`src/rtl/pha_pkg.sv`:
```
// rtl/pha_pkg.sv - shared state encoding and width defaults for the PHA run controller
package pha_pkg;

  localparam int PHA_DATA_W = 14;
  localparam int PHA_TIME_W = 24;
  localparam int PHA_CNT_W  = 32;

  typedef enum logic [1:0] {
    ST_IDLE  = 2'd0,
    ST_ARMED = 2'd1,
    ST_DEAD  = 2'd2,
    ST_DONE  = 2'd3
  } pha_state_e;

endpackage

```
`src/rtl/pha_tick_gen.sv`:
```
// rtl/pha_tick_gen.sv - gated prescaler producing a one-cycle time tick
module pha_tick_gen
  import pha_pkg::*;
#(
  parameter int TICK_DIV = 65000
) (
  input  logic clk_i,
  input  logic rst_i,
  input  logic en_i,
  input  logic clr_i,
  output logic tick_o
);

  localparam int PW = (TICK_DIV > 1) ? $clog2(TICK_DIV) : 1;
  localparam logic [PW-1:0] LAST = PW'(TICK_DIV - 1);

  logic [PW-1:0] cnt_q;

  // Tick fires in the cycle the prescaler sits on its last count while enabled.
  assign tick_o = en_i && (cnt_q == LAST);

  // Prescaler: cleared on run start, frozen while disabled, wraps after LAST.
  always_ff @(posedge clk_i) begin
    if (rst_i) begin
      cnt_q <= '0;
    end else if (clr_i) begin
      cnt_q <= '0;
    end else if (en_i) begin
      cnt_q <= tick_o ? '0 : cnt_q + PW'(1);
    end
  end

endmodule

```
`src/rtl/pha_acq_ctrl.sv`:
```
// rtl/pha_acq_ctrl.sv - PHA run controller: arming, dead time, energy window, event handoff, counters
module pha_acq_ctrl
  import pha_pkg::*;
#(
  parameter int DATA_W      = PHA_DATA_W,
  parameter int TICK_DIV    = 65000,
  parameter int DEAD_CYCLES = 32,
  parameter int CNT_W       = PHA_CNT_W,
  parameter int TIME_W      = PHA_TIME_W
) (
  input  logic              CLOCK_65,
  input  logic              rst,
  input  logic              cmd_start,
  input  logic              cmd_stop,
  input  logic              cmd_clear,
  input  logic [TIME_W-1:0] preset_live,
  input  logic [DATA_W-1:0] lld,
  input  logic [DATA_W-1:0] uld,
  input  logic              ph_valid,
  input  logic [DATA_W-1:0] ph_data,
  output logic              pha_enable,
  output logic              ev_valid,
  output logic [DATA_W-1:0] ev_data,
  input  logic              ev_ready,
  output logic [TIME_W-1:0] live_time,
  output logic [TIME_W-1:0] real_time,
  output logic [CNT_W-1:0]  acc_cnt,
  output logic [CNT_W-1:0]  rej_cnt,
  output logic              running,
  output logic              done
);

  localparam int DW = (DEAD_CYCLES > 1) ? $clog2(DEAD_CYCLES) : 1;
  localparam logic [DW-1:0]     DEAD_LOAD = DW'(DEAD_CYCLES - 1);
  localparam logic [CNT_W-1:0]  CNT_MAX   = {CNT_W{1'b1}};
  localparam logic [TIME_W-1:0] TIME_MAX  = {TIME_W{1'b1}};

  pha_state_e        state_q;
  logic [DW-1:0]     dead_q;
  logic              running_q, done_q;
  logic              ev_valid_q;
  logic [DATA_W-1:0] ev_data_q;
  logic [CNT_W-1:0]  acc_q, acc_d, rej_q, rej_d;
  logic [TIME_W-1:0] live_q, live_d, real_q, real_d;

  logic st_armed, st_active, st_parked;
  logic in_win, out_free, accept, reject;
  logic start_go, clear_go, tick, preset_hit;

  assign st_armed  = (state_q == ST_ARMED);
  assign st_active = st_armed || (state_q == ST_DEAD);
  assign st_parked = (state_q == ST_IDLE) || (state_q == ST_DONE);

  // A pulse in ARMED is accepted only if in window and the output slot is free or draining now.
  assign in_win   = (ph_data >= lld) && (ph_data <= uld);
  assign out_free = !ev_valid_q || ev_ready;
  assign accept   = st_armed && ph_valid && in_win && out_free;
  assign reject   = st_active && ph_valid && !accept;

  assign start_go = st_parked && cmd_start;
  assign clear_go = st_parked && cmd_clear;

  pha_tick_gen #(
    .TICK_DIV(TICK_DIV)
  ) u_tick (
    .clk_i (CLOCK_65),
    .rst_i (rst),
    .en_i  (st_active),
    .clr_i (start_go),
    .tick_o(tick)
  );

  // Saturating event and time counters; clear wins since nothing else moves while parked.
  always_comb begin
    acc_d  = acc_q;
    rej_d  = rej_q;
    live_d = live_q;
    real_d = real_q;
    if (clear_go) begin
      acc_d  = '0;
      rej_d  = '0;
      live_d = '0;
      real_d = '0;
    end else begin
      if (accept && (acc_q != CNT_MAX)) acc_d = acc_q + CNT_W'(1);
      if (reject && (rej_q != CNT_MAX)) rej_d = rej_q + CNT_W'(1);
      if (tick && (real_q != TIME_MAX)) real_d = real_q + TIME_W'(1);
      if (tick && st_armed && (live_q != TIME_MAX)) live_d = live_q + TIME_W'(1);
    end
  end

  // Preset compares against the post-increment live time so DONE lands with live_time == preset.
  assign preset_hit = (preset_live != '0) && (live_d >= preset_live);

  // Run FSM with registered status flags, event output register and counter state.
  always_ff @(posedge CLOCK_65) begin
    if (rst) begin
      state_q    <= ST_IDLE;
      dead_q     <= '0;
      running_q  <= 1'b0;
      done_q     <= 1'b0;
      ev_valid_q <= 1'b0;
      ev_data_q  <= '0;
      acc_q      <= '0;
      rej_q      <= '0;
      live_q     <= '0;
      real_q     <= '0;
    end else begin
      acc_q  <= acc_d;
      rej_q  <= rej_d;
      live_q <= live_d;
      real_q <= real_d;

      if (accept) begin
        ev_valid_q <= 1'b1;
        ev_data_q  <= ph_data;
      end else if (ev_ready) begin
        ev_valid_q <= 1'b0;
      end

      case (state_q)
        ST_IDLE, ST_DONE: begin
          if (start_go) begin
            state_q   <= ST_ARMED;
            running_q <= 1'b1;
            done_q    <= 1'b0;
          end
        end
        ST_ARMED: begin
          if (cmd_stop) begin
            state_q   <= ST_DONE;
            running_q <= 1'b0;
            done_q    <= 1'b1;
          end else if (ph_valid) begin
            state_q <= ST_DEAD;
            dead_q  <= DEAD_LOAD;
          end else if (preset_hit) begin
            state_q   <= ST_DONE;
            running_q <= 1'b0;
            done_q    <= 1'b1;
          end
        end
        default: begin
          if (cmd_stop || (!ph_valid && preset_hit)) begin
            state_q   <= ST_DONE;
            running_q <= 1'b0;
            done_q    <= 1'b1;
          end else if (ph_valid) begin
            dead_q <= DEAD_LOAD;
          end else if (dead_q == '0) begin
            state_q <= ST_ARMED;
          end else begin
            dead_q <= dead_q - DW'(1);
          end
        end
      endcase
    end
  end

  assign pha_enable = running_q;
  assign running    = running_q;
  assign done       = done_q;
  assign ev_valid   = ev_valid_q;
  assign ev_data    = ev_data_q;
  assign acc_cnt    = acc_q;
  assign rej_cnt    = rej_q;
  assign live_time  = live_q;
  assign real_time  = real_q;

endmodule
```
`config.mk`:
```
export PLATFORM = sky130hd
export DESIGN_NAME = pha_acq_ctrl
export DESIGN_NICKNAME = d
export VERILOG_FILES = /design/src/rtl/pha_pkg.sv /design/src/rtl/pha_tick_gen.sv /design/src/rtl/pha_acq_ctrl.sv
export SDC_FILE = /design/constraint.sdc
export NUM_CORES = 1
export LEC_CHECK = 0
export CORE_MARGIN = 10
export CORE_UTILIZATION = 48
export CTS_CLUSTER_SIZE = 8
export DETAILED_ROUTE_END_ITERATION = 6
export PLACE_DENSITY_LB_ADDON = 0.08
export SYNTH_ARGS = -nofsm -noshare
export SYNTH_HDL_FRONTEND = slang
export SYNTH_HIERARCHICAL = 1
export SYNTH_SLANG_ARGS = --single-unit
```
`constraint.sdc`:
```
create_clock -name CLOCK_65 -period 7.6 [get_ports CLOCK_65]
set_clock_uncertainty 0.2 [all_clocks]
set_input_delay 1.52 -clock CLOCK_65 [delete_from_list [all_inputs] [get_ports CLOCK_65]]
set_output_delay 1.52 -clock CLOCK_65 [all_outputs]
set_load 0.03 [all_outputs]
```
==> impl_metrics.toml <==
[timing]
tns_ns = 0
finalCriticalPeriod_ns = 5.61
hold_viol_final = 0
period_share_pct = 73.9
setup_viol = 0
max_freq_ghz = 0.178
tightestPinTransition_ns = 1.07
slew_violations = 0
setup_slack_ns = 1.99
hold-worst-slack_ns = 0.254
maxSlewHeadroom_pct = 28.5
grt_setup_unrepaired = "no"

[yosys]
synth_edf_count = 0
synthMuxAreaShare_pct = 3.31
synth_top_area_share_pct = 33.5
syn_area_per_cell_um2 = 7.94
synthFlopType = "dfxtp_1"
synthCells = 1144
synthTopCellsByArea = "dfxtp_1 (34%), ha_1 (8.4%), nand2_1 (5.2%)"
synth_fa_ha_area_share_pct = 8.40
synth_top_area_cell = "dfxtp_1"
ys_ff_latch = 152
synth_top_family_by_area = "simple AND/OR/NAND/NOR gates"
synthArstFlopShare_pct = 0
syn_area_um2 = 9080
synth.most_common_cell = "dfxtp_1"
synth-xor-area-share_pct = 5.59
yosys-top-cells-count = "dfxtp_1 (152), nand2_1 (126), nor2_1 (121)"
synth-compound-area-share_pct = 12.2
yosysSeqAreaShare_pct = 33.5
yosys.cell_types.count = 65
synth_fp_nets = 1278
synth-simple-area-share_pct = 31.1
ys_warn_count = 6

[status]
status = "finished, final reports clean"

[clock_tree]
cts_tree = "built"
worstSkewPairLatency_ns = 0.42
clkSlewWorstSetupHoldPaths_ns = 0.06
cts_setup_buffers = 0
clockBufferDepth = 2
cts-root-buf = "clkbuf_16"
cts_resized = 0
numCtsBuffers = 17
clock-sinks = 152
htree_levels = 4
hold_buffers = 0

[layout]
finalInstanceArea_um2 = 11900
final_core_util_pct = 63.7
regArea_um2 = 3040
drive_gt1_share_pct = 5.26
multi_input_area_um2 = 5520
syn2layout_area_growth_pct = 30.8
nNetsFinal = 1451
fill_cells = 1668
layoutNonFillerInstCount = 1565

[power_and_ir_drop]
power.leakage_nw = 4.38
total_power_mw = 2.28
comb_power_share_pct = 21.4
p_sw_share_pct = 30.3
p_per_area_nw_per_um2 = 192
seq_power_share_pct = 37.2
switchingPower_mw = 0.689
p_int_mw = 1.59
pwr-share-clk_pct = 41.3
ir_drop_mv = 0.171

[critical_path]
r2r_cells = 21
critPathMaxStageDelay_ns = 0.52
critPathArrivalTime_ns = 5.73
crit_cells = 21
timing.rr.start = "state_q[0]$_SDFFE_PP0P_"
crit_fanout = 10
path_class = "reg -> reg"
cp-start-kind = "register"
startpoint = "state_q[0]$_SDFFE_PP0P_"
required_ns = 7.71
crit_buf_inv = 4
cp_slowest_cell = "or4_4"
crit_family = "simple AND/OR/NAND/NOR gates"
crit_top_cell = "inv_1"
end_kind = "register"
path_cells = "inv_1 > ha_1 > inv_1 > nand3_2 > or4_4 > nor4_1 > buf_4 > nand2_1 > inv_1 > o211ai_2 > or3_1 > xor2_1 > nor2_1 > ha_1 > nand4_1 > nor4_1 > nand2_1 > o211ai_2 > a221oi_1 > or4_1 > and3b_1"
rrSetupSlack_ns = 1.99
cp-endpoint = "state_q[0]$_SDFFE_PP0P_"
worstReg2RegEnd = "state_q[0]$_SDFFE_PP0P_"

[floorplan]
core_area_um2 = 18600
die_h_um = 158
pin_count = 203
rows = 50
start_util_pct = 48.7
dieArea_um2 = 24800
die_x_um = 158

[placement]
gp_congestion = 0.889
dp.cells = 1532
placed_area_um2 = 11200
dpl.hpwl_mm = 18.9
dpl_worst_slack_ns = 2.03
portBuffers = 202

[detailed_routing]
postRouteAntennaNets = 0
first_iter_violations = 501
drt_first_pass_iters = 5
wl_mm = 25.7
vias_per_cell = 5.61
drcViolationCount = 0
vias = 8781
wl_per_cell_um = 16.4

[global_route]
grt_first_pass_wirelength_mm = 41.5
gr-usage-all-layers_pct = 20.3
antenna_found_initial = 1
grt_pass1_vias = 8150
gr-total-overflow = 0
grt_max_degree = 64

[flow_run]
maxCapViolCount = 0

[min_path]
hold_class = "reg -> reg"
worst min path at each step:
stage                     cells past startpoint                      from                  endpoint
after detailed placement                      2   ev_data[2]$_SDFFE_PP0P_   ev_data[2]$_SDFFE_PP0P_
after global routing                          2  ev_data[13]$_SDFFE_PP0P_  ev_data[13]$_SDFFE_PP0P_
after floorplan                               1    dead_q[3]$_SDFFE_PP0P_    dead_q[3]$_SDFFE_PP0P_
after CTS                                     2   ev_data[2]$_SDFFE_PP0P_   ev_data[2]$_SDFFE_PP0P_
after global placement                        2   ev_data[4]$_SDFFE_PP0P_   ev_data[4]$_SDFFE_PP0P_
final                                         2   ev_data[2]$_SDFFE_PP0P_   ev_data[2]$_SDFFE_PP0P_
layout make-up:
cell class / count / share of cell area [%]
Multi-Input combinational cell: 860 / 46.5
Sequential cell: 152 / 25.6
Timing Repair Buffer: 209 / 17.4
Clock buffer: 18 / 3.70
Tap cell: 234 / 2.47
Inverter: 77 / 2.43
Clock inverter: 14 / 1.86
Antenna cell: 1 / 0.0211
routing by layer:
metal  global-route usage, %  vias up  share of wire, %
met4                    4.54        0               1.0
li1                        -     4416                 -
met1                    25.5     4086                46
met2                    32.7      263                45
met5                       0        -                 0
met3                    6.91       16               8.4
cells by family (layout without fill, tap and decap cells):
family                     after synthesis  in the layout
other                                    0              1
muxes                                   30             30
DFF                                    152            152
and+or+nand+nor                        539            539
xor gates and xnor gates                58             58
AOI/OAI and AO/OA                      172            172
adders and majority gates               61             61
buffers and inverters                  132            318
power groups by stage:
stage	combinational, mW	sequential, mW	clock, mW
finish	0.488	0.848	0.941
global route	0.546	0.851	0.989
CTS	0.490	0.847	0.957
detailed placement	0.488	0.865	0
global placement	0.483	0.865	0
floorplan	0.325	0.876	0
registers in the layout (all words and copies together) (netlist names):
name,flops
u_tick/cnt_q,16
real_time,24
done,1
pha_enable,1
live_time,24
ev_data,14
acc_cnt,32
state_q,2
ev_valid,1
rej_cnt,32
dead_q,5
placed cells by master (no fill, tap or decap), types with 3 or more instances in the layout:
cell type / count
clkbuf_16: 17
o21ai_0: 31
nor2b_1: 5
nand4b_1: 3
xor2_1: 27
a21oi_1: 72
o311ai_1: 6
xnor2_1: 31
clkdlybuf4s50_1: 201
and4_1: 21
nand3_1: 47
or4_1: 10
buf_4: 7
nor2_1: 120
inv_1: 77
nand4_1: 48
and2_1: 12
nor3b_1: 4
or3_1: 54
o31a_1: 4
bufinv_16: 5
a211oi_1: 6
dfxtp_1: 152
o31ai_1: 9
nand2_1: 126
o21ai_1: 6
nand2b_1: 6
o41ai_1: 6
nor2_2: 10
ha_1: 61
o21a_1: 5
nor3_1: 20
and3_1: 16
a41o_1: 3
clkinvlp_4: 6
nor4_1: 19
mux2i_1: 30
a21o_1: 3
nor4b_1: 3
worst min-delay path, cell delays in order (launching register included):
cell     delay (ns)
dfxtp_1        0.31
nand2_1        0.05
a21oi_1        0.05
Power figures use the tool's default switching activity.
